**config.mk**
```make
export PLATFORM = sky130hd
export DESIGN_NAME = pipe_reg_chain
export DESIGN_NICKNAME = d
export VERILOG_FILES = /design/src/rtl/pipe_pkg.sv /design/src/rtl/pipe_stage.sv /design/src/rtl/pipe_reg_chain.sv
export SDC_FILE = /design/constraint.sdc
export NUM_CORES = 1
export LEC_CHECK = 0
export ABC_AREA = 0
export BUFFER_PORTS_ARGS = -buffer_cell sky130_fd_sc_hd__buf_2
export CORE_ASPECT_RATIO = 0.5
export CORE_UTILIZATION = 47
export CTS_BUF_LIST = sky130_fd_sc_hd__clkbuf_8
export DETAILED_ROUTE_END_ITERATION = 8
export GPL_ROUTABILITY_DRIVEN = 0
export GPL_TIMING_DRIVEN = 0
export MAX_ROUTING_LAYER = met4
export PLACE_DENSITY = 0.88
export SLEW_MARGIN = 40
export SYNTH_ARGS = -nofsm -noshare
export SYNTH_HDL_FRONTEND = slang
export SYNTH_SLANG_ARGS = --single-unit
```
**constraint.sdc**
```tcl
create_clock -name clk -period 1.5 [get_ports clk]
set_input_delay 0.3 -clock clk [delete_from_list [all_inputs] [get_ports clk]]
set_output_delay 0.3 -clock clk [all_outputs]
set_load 0.03 [all_outputs]
```
**src/rtl/pipe_pkg.sv**
```systemverilog
// pipe_pkg: shared constants and helpers for the pipeline register chain
package pipe_pkg;
  localparam int MAX_DEPTH = 8;
  function automatic int occ_w(input int depth);
    return $clog2(depth + 1);
  endfunction
  function automatic logic [3:0] popcount(input logic [MAX_DEPTH-1:0] v);
    popcount = '0;
    for (int i = 0; i < MAX_DEPTH; i++) popcount += {3'd0, v[i]};
  endfunction
endpackage

```
**src/rtl/pipe_stage.sv**
```systemverilog
// pipe_stage: one valid+data register with flush > hold > bubble > load priority
module pipe_stage #(
  parameter int WIDTH = 64
) (
  input  logic             clk,
  input  logic             rst_n,
  input  logic             flush,
  input  logic             hold,
  input  logic             bubble,
  input  logic             in_valid,
  input  logic [WIDTH-1:0] in_data,
  output logic             valid,
  output logic [WIDTH-1:0] data
);
  logic             valid_q, valid_d;
  logic [WIDTH-1:0] data_q, data_d;
  always_comb begin
    valid_d = flush ? 1'b0 : hold ? valid_q : bubble ? 1'b0 : in_valid;
    data_d  = flush ? '0 : hold ? data_q : (bubble || !in_valid) ? '0 : in_data;
  end
  always_ff @(posedge clk) begin
    if (!rst_n) begin
      valid_q <= 1'b0;
      data_q  <= '0;
    end else begin
      valid_q <= valid_d;
      data_q  <= data_d;
    end
  end
  assign valid = valid_q;
  assign data  = data_q;
endmodule

```
**src/rtl/pipe_reg_chain.sv**
```systemverilog
// pipe_reg_chain: DEPTH-stage pipeline register with stall, bubble, flush and occupancy.
// Define PIPE_PERF_CNT_EN to build the saturating stall/flush performance counters.
module pipe_reg_chain
  import pipe_pkg::*;
#(
  parameter int WIDTH = 64,
  parameter int DEPTH = 1,
  parameter int CNT_W = 32
) (
  input  logic                       clk,
  input  logic                       rst_n,
  input  logic                       in_valid,
  input  logic [WIDTH-1:0]           in_data,
  output logic                       in_ready,
  input  logic [DEPTH-1:0]           stall,
  input  logic [DEPTH-1:0]           flush,
  output logic                       out_valid,
  output logic [WIDTH-1:0]           out_data,
  output logic [DEPTH-1:0]           stage_valid,
  output logic [occ_w(DEPTH)-1:0]    occupancy,
  output logic [CNT_W-1:0]           stall_cycles,
  output logic [CNT_W-1:0]           flush_events
);
  localparam int OCC_W = occ_w(DEPTH);
  logic [DEPTH-1:0] hold, bubble, src_valid;
  logic [WIDTH-1:0] data [DEPTH];
  logic [WIDTH-1:0] src_data [DEPTH];
  // a stall anywhere downstream freezes every upstream stage
  always_comb begin
    hold   = '0;
    bubble = '0;
    hold[DEPTH-1] = stall[DEPTH-1];
    for (int i = DEPTH - 2; i >= 0; i--) hold[i] = stall[i] | hold[i+1];
    for (int i = 1; i < DEPTH; i++) bubble[i] = hold[i-1];
  end
  for (genvar k = 0; k < DEPTH; k++) begin : g_stage
    if (k == 0) begin : g_head
      assign src_valid[k] = in_valid;
      assign src_data[k]  = in_data;
    end else begin : g_body
      assign src_valid[k] = stage_valid[k-1];
      assign src_data[k]  = data[k-1];
    end
    pipe_stage #(.WIDTH(WIDTH)) u_stage (
      .clk      (clk),
      .rst_n    (rst_n),
      .flush    (flush[k]),
      .hold     (hold[k]),
      .bubble   (bubble[k]),
      .in_valid (src_valid[k]),
      .in_data  (src_data[k]),
      .valid    (stage_valid[k]),
      .data     (data[k])
    );
  end
  assign in_ready  = !hold[0];
  assign out_valid = stage_valid[DEPTH-1];
  assign out_data  = data[DEPTH-1];
  assign occupancy = OCC_W'(popcount(MAX_DEPTH'(stage_valid)));
`ifdef PIPE_PERF_CNT_EN
  logic [CNT_W-1:0] stall_cycles_q, stall_cycles_d, flush_events_q, flush_events_d;
  always_comb begin
    stall_cycles_d = (in_valid && !in_ready && !(&stall_cycles_q)) ? stall_cycles_q + 1'b1 : stall_cycles_q;
    flush_events_d = (|(flush & stage_valid) && !(&flush_events_q)) ? flush_events_q + 1'b1 : flush_events_q;
  end
  always_ff @(posedge clk) begin
    if (!rst_n) begin
      stall_cycles_q <= '0;
      flush_events_q <= '0;
    end else begin
      stall_cycles_q <= stall_cycles_d;
      flush_events_q <= flush_events_d;
    end
  end
  assign stall_cycles = stall_cycles_q;
  assign flush_events = flush_events_q;
`else
  assign stall_cycles = '0;
  assign flush_events = '0;
`endif
endmodule

```
-- Word-level counts from Yosys, hierarchy flattened
Index checks and enable logic that the tools add are counted.
- bitwise gates (word level): 1
- mux-type cells: 1
- reduce and logical (&&, ||, !) cells: 2
- operator list (cell ; count):
    two-way mux 64 bit ; 1
    OR reduction 2 bit ; 1
    zero test 1 bit ; 1
    inverter 1 bit ; 1
- input bits: 69
- register bits: 65
- output and inout bits: 132

-- Longest topological paths before layout
- depth in word-level cells: 2
- depth in mapped cells: 4
- depth with buffers taken out: 2

-- Cells and area by module
Synthesis repeated with hierarchy kept, for this count alone.
- cells, all modules: 223
- area, all modules: 2603.7 sq um
- by module, submodules not included (module ; cells an instance ; seq. area each (sq um) ; area an instance (sq um) ; times used):
    pipe_stage ; 155 ; 1301.2 ; 2100.8 ; 1
    pipe_reg_chain ; 68 ; 0.0 ; 503.0 ; 1

-- Worst setup path before layout
No wires, ideal clock.
- kind: input -> output
- start: input port stall
- end: output port in_ready
- data arrival time: 774 ps
- required time: 1200 ps
- path slack: 426 ps
- stages on the path: 3
- path buffers: 2
- cells stage by stage: buf_6 > buf_4 > inv_1
- word-level cells in the longest chain between the ends: 1
- RTL lines (element ; line ; RTL):
    start: declaration ; pipe_reg_chain.sv:15 ; input logic [DEPTH-1:0] stall,
    zero test 1 bit ; pipe_reg_chain.sv:56 ; assign in_ready = !hold[0];
    end: declaration ; pipe_reg_chain.sv:14 ; output logic in_ready,
No other way between the ends.

-- Worst setup path in the final report
- start: register g_stage[0].u_stage.valid_q
- end: output port out_valid
- RTL lines (element ; line ; RTL):
    start: declaration ; pipe_stage.sv:15 ; logic valid_q, valid_d;
    start signal: assignment ; pipe_stage.sv:26 ; valid_q <= valid_d;
    end: declaration ; pipe_reg_chain.sv:17 ; output logic out_valid,
No word-level cell between the ends.

==> metrics <==
outcome completed; die span in y 59.0 µm; worst skew pair latency 0.33 ns; M1 WL 3130 µm; hpwl dp 5430 µm; commonest non-fill, non-tap cell in the layout buf_2; final setup violation count 0; Seq/Total Area, Yosys 0.427; FF+latch count, synth 65; share of cells above drive strength 1 0.422; Fmax 0.766 GHz; syn avg cell area 8.57 µm²; via count 2871; cell count after synthesis 356; Seq. cell area 1300 µm²; first-pass GRT wire length 10700 µm; CP Cell Sequence buf_4 -> buf_2; Peak supply drop 0.534 mV; worst path bufs/invs 2; Total Nets Final 633; initial DRC count 159; final antenna diode count 0; mapped cell area 3050 µm²; CTS Hold Buffers Added 0; Ys Warns 0; final worst setup slack 0.194 ns; H-tree depth 3; vias in the first global route 2327; Hold Vio Cnt, Final 0; Die W 116 µm; Row Count 20; WP data required 1.20 ns; Root Driver clkbuf_8; slowest CP cell dfxtp_1; DR pass1 iterations 4; Clock Sink Count 65; multi-input combinational cell area 1300 µm²; Min-Delay Path Class input pin to flip-flop; die area 6830 µm²; setup tns final 0 ns; reg2reg path depth 2; Static Leakage 2.14 nW; CTS tree done; design area 4300 µm²; Clock Path Buffers 2; drt total wl 7430 µm; core area 6160 µm²; GR Util All Layers 0.213; critical path class flip-flop to output pin; FILL cells 515; area delta synth->final 40.9%; TritonCTS buffer count 9; DRC Markers 0; Post-CTS Resized 0; RSZ-0062 raised after global routing false; largest net degree at the start of global routing 12; wire length per cell 11.3 µm; hold path cells 3; Final Skew 0 ns; DR top layer met4; commonest non-fill, non-tap cells in the layout buf_2, buf_4, dfxtp_1; placed cell areas 4070 µm²; Post-Place Worst Slack 0.335 ns; Tcrit/Tclk final 0.871; crit path DAT 1.01 ns; Startpoint Class flip-flop; Max Slew Vio Count 0; stages on the worst setup path 2; post-route minimum period 1.31 ns; CP top delay family flip-flops; WL met3 472 µm; final core occ 0.698; Worst Setup End Kind output pin; Starting Density 0.495; initial antenna violation count 0; WL met2 3720 µm; io pins 201; maxcap violations 0; overall power 4.24 mW; Reg clk slew, reported paths 0.07 ns; # Post-CTS Setup Buffers 0; Final ANT Viol Nets 0; Port Buffers 134; pwr/cell area 988 nW/µm²; Vias/cell 4.37; Largest stage delay, worst path 0.37 ns; Netlist cell types 14; CP Max Fanout 4; Overflow after GRT 0
-- per-layer routing --
metal / vias up / track usage
met1: 1292 / 0.240
met4: 0 / 0.0824
met3: 8 / 0.0515
li1: 1463 / -
met2: 108 / 0.370
met5: - / -
-- flip-flops by register name (all words and copies together), names as in the netlist --
name	count
g_stage.u_stage.data	64
g_stage.u_stage.valid	1
-- Yosys cell counts --
library cell	n	share of area
conb_1	1	0.0012
buf_6	5	0.018
inv_1	1	0.0012
nand3b_1	64	0.16
nand2b_1	1	0.0021
buf_4	73	0.18
buf_1	1	0.0012
mux2i_1	1	0.0033
dfxtp_1	65	0.43
a21oi_1	64	0.11
buf_2	12	0.020
clkbuf_1	3	0.0037
nor2_1	1	0.0012
nand2_1	64	0.079
-- path summary, 6_finish.rpt --
check / from / to / slack [ns]
min reg2reg: g_stage[0].u_stage.data[59]$_SDFFE_PP0N_ / g_stage[0].u_stage.data[59]$_SDFFE_PP0N_ / 0.45
min: in_data[43] / g_stage[0].u_stage.data[43]$_SDFFE_PP0N_ / 0.23
max: g_stage[0].u_stage.valid$_SDFFE_PP0N_ / out_valid / 0.19
max reg2reg: g_stage[0].u_stage.data[25]$_SDFFE_PP0N_ / g_stage[0].u_stage.data[25]$_SDFFE_PP0N_ / 0.86
-- final cells by class --
type	instances	share of cell area
Clock inverter	5	0.0181
Sequential cell	65	0.303
Buffer	94	0.158
Multi-Input combinational cell	259	0.303
Timing Repair Buffer	134	0.156
Tap cell	88	0.0256
Clock buffer	11	0.0352
Inverter	1	0.000874
-- through the flow --
step / std cells / hold WS, ns
final: 657 / 0.227
after global routing: 657 / 0.205
after CTS: 657 / 0.211
after detailed placement: 641 / 0.445
after global placement: 641 / 0.436
after floorplan: 419 / 0.466
-- worst min-delay path, delay by kind of cell --
kind | cells | cell delay (ns)
simple gates | 1 | 0.07
buf+inv | 1 | 0.10
compound gates | 1 | 0.05
-- cell families after synthesis --
logic type / count (synthesis) / share of synthesized area
AOI/OAI and AO/OA: 64 / 0.105
and+or+nand+nor: 130 / 0.240
buffers and inverters: 95 / 0.224
DFF: 65 / 0.427
other: 1 / 0.00123
muxes: 1 / 0.00328
-- where the power goes --
part	leakage (nW)	switching [mW]	internal, mW
Sequential	0.527	0.0172	1.76
Combinational	1.50	0.485	0.299
Clock	0.115	0.661	1.02
Note: power is estimated with default switching activity, not from simulation.
